==> src/rtl/reg_arb_pkg.sv <==
// Shared constants for the register write-port arbiter.
// State encoding, default data width and burst counter width.
package reg_arb_pkg;

    localparam logic [1:0] ST_IDLE  = 2'd0;
    localparam logic [1:0] ST_GRANT = 2'd1;
    localparam logic [1:0] ST_LOCK  = 2'd2;

    localparam int DW_DEF = 32;
    localparam int CNT_W  = 4;

endpackage

==> src/rtl/rr_pick.sv <==
// Combinational round-robin picker.
// Returns the first eligible index at or after ptr, wrapping around.
module rr_pick #(
    parameter int NREQ = 4,
    parameter int PW   = 2
) (
    input  logic [NREQ-1:0] eligible,
    input  logic [PW-1:0]   ptr,
    output logic [NREQ-1:0] onehot,
    output logic [PW-1:0]   index,
    output logic            valid
);

    always_comb begin
        int j;
        j      = 0;
        onehot = '0;
        index  = '0;
        valid  = 1'b0;
        for (int k = 0; k < NREQ; k++) begin
            j = int'(ptr) + k;
            if (j >= NREQ) j = j - NREQ;
            if (!valid && eligible[j]) begin
                valid     = 1'b1;
                index     = PW'(j);
                onehot[j] = 1'b1;
            end
        end
    end

endmodule

==> src/rtl/reg_wr_arbiter.sv <==
// Round-robin arbiter for the write port of one shared register.
// Supports bounded locked bursts; all outputs are registered.
module reg_wr_arbiter
    import reg_arb_pkg::*;
#(
    parameter int NREQ     = 4,
    parameter int DW       = DW_DEF,
    parameter int MAX_LOCK = 4
) (
    input  logic               clk,
    input  logic               rst,
    input  logic [NREQ-1:0]    req,
    input  logic [NREQ-1:0]    lock,
    input  logic [NREQ*DW-1:0] req_data,
    output logic [NREQ-1:0]    gnt,
    output logic               wen,
    output logic [DW-1:0]      wdata,
    output logic               busy
);

    localparam int PW = (NREQ > 1) ? $clog2(NREQ) : 1;

    logic [1:0]      state, state_n;
    logic [PW-1:0]   ptr, ptr_n;
    logic [PW-1:0]   owner, owner_n;
    logic [CNT_W-1:0] cnt, cnt_n;
    logic [NREQ-1:0] mask, mask_n;
    logic [NREQ-1:0] gnt_q, gnt_n;
    logic            wen_q;
    logic [DW-1:0]   wdata_q, wdata_n;

    logic [DW-1:0]   words [NREQ];
    logic [NREQ-1:0] own_oh, excl, elig;
    logic [NREQ-1:0] pick_oh;
    logic [PW-1:0]   pick_idx;
    logic            pick_ok;
    logic            in_lock, own_req, own_lock, cap;
    logic            arb;

    always_comb begin
        for (int i = 0; i < NREQ; i++) begin
            words[i] = req_data[i*DW +: DW];
        end
    end

    assign in_lock  = (state == ST_LOCK);
    assign own_oh   = {{(NREQ-1){1'b0}}, 1'b1} << owner;
    assign own_req  = req[owner];
    assign own_lock = lock[owner];
    assign cap      = (cnt >= CNT_W'(MAX_LOCK));

    // A burst hitting its cap steps aside for this edge's arbitration.
    assign excl = (in_lock && own_req && cap) ? own_oh : '0;
    assign elig = req & ~mask & ~excl;

    rr_pick #(
        .NREQ (NREQ),
        .PW   (PW)
    ) u_pick (
        .eligible (elig),
        .ptr      (ptr),
        .onehot   (pick_oh),
        .index    (pick_idx),
        .valid    (pick_ok)
    );

    always_ff @(posedge clk or negedge rst) begin
        if (!rst) begin
            state   <= ST_IDLE;
            ptr     <= '0;
            owner   <= '0;
            cnt     <= '0;
            mask    <= '0;
            gnt_q   <= '0;
            wen_q   <= 1'b0;
            wdata_q <= '0;
        end else begin
            state   <= state_n;
            ptr     <= ptr_n;
            owner   <= owner_n;
            cnt     <= cnt_n;
            mask    <= mask_n;
            gnt_q   <= gnt_n;
            wen_q   <= |gnt_n;
            wdata_q <= wdata_n;
        end
    end

    always_comb begin
        state_n = state;
        ptr_n   = ptr;
        owner_n = owner;
        cnt_n   = cnt;
        mask_n  = '0;
        gnt_n   = '0;
        wdata_n = wdata_q;
        arb     = 1'b1;
        if (in_lock && own_req && !cap) begin
            arb     = 1'b0;
            gnt_n   = own_oh;
            wdata_n = words[owner];
            if (own_lock) begin
                cnt_n = cnt + 1'b1;
            end else begin
                state_n = ST_GRANT;
                cnt_n   = '0;
                mask_n  = own_oh;
            end
        end
        if (arb) begin
            if (!pick_ok) begin
                state_n = ST_IDLE;
                cnt_n   = '0;
                mask_n  = excl;
            end else begin
                gnt_n   = pick_oh;
                wdata_n = words[pick_idx];
                owner_n = pick_idx;
                ptr_n   = (pick_idx == PW'(NREQ-1)) ? '0 : pick_idx + 1'b1;
                if (lock[pick_idx]) begin
                    state_n = ST_LOCK;
                    cnt_n   = CNT_W'(1);
                    mask_n  = excl;
                end else begin
                    state_n = ST_GRANT;
                    cnt_n   = '0;
                    mask_n  = pick_oh;
                end
            end
        end
    end

    always_comb begin
        gnt   = gnt_q;
        wen   = wen_q;
        wdata = wdata_q;
        busy  = in_lock;
    end

endmodule

==> config.mk <==
export PLATFORM = sky130hd
export DESIGN_NAME = reg_wr_arbiter
export DESIGN_NICKNAME = d
export VERILOG_FILES = /design/src/rtl/reg_arb_pkg.sv /design/src/rtl/rr_pick.sv /design/src/rtl/reg_wr_arbiter.sv
export SDC_FILE = /design/constraint.sdc
export NUM_CORES = 1
export LEC_CHECK = 0
export CAP_MARGIN = 0
export CELL_PAD_IN_SITES_DETAIL_PLACEMENT = 0
export CELL_PAD_IN_SITES_GLOBAL_PLACEMENT = 1
export CORE_MARGIN = 4
export CORE_UTILIZATION = 37
export CTS_CLUSTER_SIZE = 10
export DETAILED_ROUTE_END_ITERATION = 8
export GPL_TIMING_DRIVEN = 0
export PLACE_DENSITY = 0.95
export SKIP_CTS_REPAIR_TIMING = 1
export SLEW_MARGIN = 20
export SYNTH_ARGS = -nofsm -noshare
export SYNTH_HDL_FRONTEND = slang
export SYNTH_HIERARCHICAL = 1
export SYNTH_SLANG_ARGS = --single-unit
export TNS_END_PERCENT = 50
==> constraint.sdc <==
create_clock -name clk -period 9.5 [get_ports clk]
set_input_delay 1.9 -clock clk [delete_from_list [all_inputs] [get_ports clk]]
set_output_delay 1.9 -clock clk [all_outputs]
set_load 0.005 [all_outputs]
==> metrics.md <==
| Metric | Value |
|---|---|
| Clk slew on worst S/H paths | ~70 ps |
| Pin count of the biggest net entering global routing | 52 |
| PortBufs | 175 |
| Post-Layout Cell Count | around 690 |
| Slowest-stage cell, CP | a311oi_1 |
| H-Tree Depth | 2 |
| Area share of and/or/nand/nor cells after synthesis | 0.0835 |
| Most frequent cells in the layout | 174 x clkdlybuf4s50_1, 67 x mux4_2, 51 x dfrtp_1 |
| Cell internal pwr | about 1500 µW |
| Final instance area | about 6500 µm² |
| Leak pwr | between 0.002 and 0.003 µW |
| Vias in the first global route | approximately 4,500 |
| Max-Cap Viols | 0 |
| Switching Share | 0.406 |
| Diodes inserted | 0 |
| Worst rel slew slack | 0.467 |
| Synth Warn # | 6 |
| GRT Overall Usage | 0.210 |
| Crit Path Category | input port to flip-flop |
| HPWL after DPL | roughly 11,000 µm |
| Dpl cells | slightly below 700 |
| Final GP Congestion | between 0.7 and 0.8 |
| Post-synthesis sequential area ratio | 0.288 |
| Syn-to-layout area delta | 47.0% |
| CP Max Fanout | 10 |
| RSZ-0062 raised after global routing | false |
| Synth Area in Compound Gates | 0.0990 |
| Syn Std Cell Area | between 4000 and 5000 µm² |
| Cell Chain, Critical Path | clkdlybuf4s50_1, mux2i_1, o22a_1, buf_6, nor2_1, a311oi_1, mux4_1, clkbuf_1, o21ai_0, o31ai_1, buf_2, buf_2, mux4_2, mux2i_1, a21oi_1 |
| Die ar. | ~14,000 µm² |
| Skew final | between 5 and 6 ps |
| Post-DRT Antenna Nets | 0 |
| Starting Density | 0.384 |
| WL/cell | between 20 and 25 µm |
| IO Pins | ~180 |
| Critical Path Max Stage Delay | 710 ps |
| Most common cell after layout, fill and taps aside | clkdlybuf4s50_1 |
| #FFs+latches synth | ~50 |
| Nets | around 690 |
| Switching power | around 1000 µW |
| Critical Path Sink Type | flip-flop |
| DP Area | roughly 6400 µm² |
| Root Buffer | clkbuf_16 |
| DRT Pass-1 Iters | 4 |
| Max Freq | around 160 MHz |
| Largest delay share family, worst path | buffers and inverters |
| Layout cell share with drive strength beyond 1 | 0.185 |
| Max-slew violations | 0 |
| DRC viols | 0 |
| Post-synthesis mux area share | 0.452 |
| Final period utilization | 0.667 |
| CTS tree | done |
| Clock Path Buffers | 2 |
| Reg power frac | 0.162 |
| Die width | 118 µm |
| Final hold vios | 0 |
| Post-synthesis cell count | about 360 |
| Critical path buffer and inverter count | 5 |
| WP data required | about 9700 ps |
| Clock Latency Late Sink | approximately 290 ps |
| Xor/xnor cell area share of the yosys netlist | 0.00197 |
| First-pass GRT wire length | 23,400 µm |
| Synth cell types | between 40 and 50 |
| Total CTS buffers | 5 |
| Via count | approximately 4,000 |
| CORE AREA | between 10,000 and 15,000 µm² |
| Row cnt | 39 |
| Post-route core utilization | 0.564 |
| CP Launch Type | input port |
| CP arrival | approximately 6500 ps |
| WL final | 14,300 µm |
| Pwr/cell area | roughly 380 nW/µm² |
| GRT overflow | 0 |
| Logic gate share of total power | 0.758 |
| Syn_area_per_cell | 12.4 µm² |
| Outcome | complete, no violations |
| Worst IR Drop VDD | ~0.00015 V |
| Synthesized Nets | between 500 and 600 |
| Hold crit path type | flip-flop to flip-flop |
| Initial antenna violation count | 0 |
| Via/cell ratio | approximately 5.8 |
| Clk sink count | ~50 |
| Die Ht | roughly 120 µm |
| Synth Area in Adders | 0.0282 |
| Final min period | 6330 ps |
| Iter 0 DRT Violations | just under 200 |
| Final setup viols | 0 |
| Setup TNS | 0 ps |
| Clock share of power | 0.080 |
| Slew @ Worst Pin | 795 ps |
| Largest family of logic cells by synthesized area | multiplexers |
## sequential cells by signal (all words and copies together), names as in the netlist
name / cells
state: 2
wdata: 32
cnt: 4
ptr: 2
gnt: 4
owner: 2
wen: 1
mask: 4
## power by group through the flow
stage	sequential, µW	combinational, µW	clock [µW]
CTS	398	1860	200
global placement	396	1790	0
global route	411	2020	211
floorplan	398	1330	0
detailed placement	401	1860	0
finish	397	1850	196
## through the flow
| stage | setup slack (ps) | hold WS (ps) | power [µW] |
|---|---|---|---|
| after floorplan | 4300 | 450 | 1720 |
| after global placement | 3190 | 463 | 2190 |
| after detailed placement | 2950 | 492 | 2260 |
| after CTS | 3250 | 501 | 2460 |
| after global routing | 2840 | 511 | 2650 |
| final | 3170 | 505 | 2450 |
## final cells by class
type	count	area (µm²)
Timing Repair Buffer	175	1750
Fill cell	972	5040
Inverter	9	33.8
Buffer	36	175
Tap cell	143	179
Sequential cell	51	1280
Multi-Input combinational cell	263	2950
Clock buffer	8	156
## worst register-to-register path, cell delays in order (launching register included)
cell,delay (ps)
dfrtp_1,320
buf_2,210
buf_1,590
buf_2,380
nor2b_1,240
a21oi_1,190
mux4_1,660
clkbuf_1,270
o31ai_1,420
buf_2,330
buf_2,410
mux4_2,570
mux2i_1,150
a21oi_1,90
## worst paths after layout
kind / from / endpoint / slack, ps / depth (start not counted)
worst max-delay path: req[3] / wdata[12] / 3170 / 15
worst min-delay path: cnt[0] / cnt[0] / 510 / 1
worst max register to register: owner[1] / wdata[12] / 4530 / 13
worst min register to register: cnt[0] / cnt[0] / 510 / 1
max in group asynchronous: rst / wdata[12] / 7380 / 1
min in group asynchronous: rst / gnt[2] / 1640 / 1
## cells by family after synthesis
family | count (synthesis)
buffers and inverters | 45
flip-flops | 51
XOR/XNOR | 1
other | 1
AND/OR/NAND/NOR | 68
multiplexers | 111
AO/OA/AOI/OAI | 72
adder cells (fa/ha/maj) | 10
## cell usage after synthesis (all sizes together)
cell type,instances,share of area
mux4,70,0.36
dfrtp,51,0.29
a21oi,37,0.042
mux2i,35,0.079
nor3,33,0.037
buf,19,0.025
clkbuf,17,0.014
o21ai,12,0.016
ha,10,0.028
inv,9,0.0076
nor2,9,0.0076
a22oi,8,0.014
mux2,6,0.015
nand2b,5,0.0070
nand2,4,0.0034
nand3,4,0.0045
a22o,3,0.0059
nor2b,3,0.0042
o22ai,3,0.0042
nand4,2,0.0028
o2bb2ai,2,0.0039
a311oi,1,0.0020
a32o,1,0.0023
and2,1,0.0014
and2b,1,0.0020
and3,1,0.0014
conb,1,0.00084
nand3b,1,0.0017
nor4,1,0.0014
nor4b,1,0.0054
o211ai,1,0.0017
o22a,1,0.0020
o311ai,1,0.0020
o31ai,1,0.0017
o41ai,1,0.0020
or2,1,0.0014
or3b,1,0.0020
xnor2,1,0.0020
## metal layers
metal,GRT usage,wire length [µm],share of wire
met4,0.0571,368,0.026
met5,0,0,0
met3,0.0769,1220,0.085
met2,0.372,7470,0.52
met1,0.239,5240,0.37
Note: power is estimated with default switching activity, not from simulation.
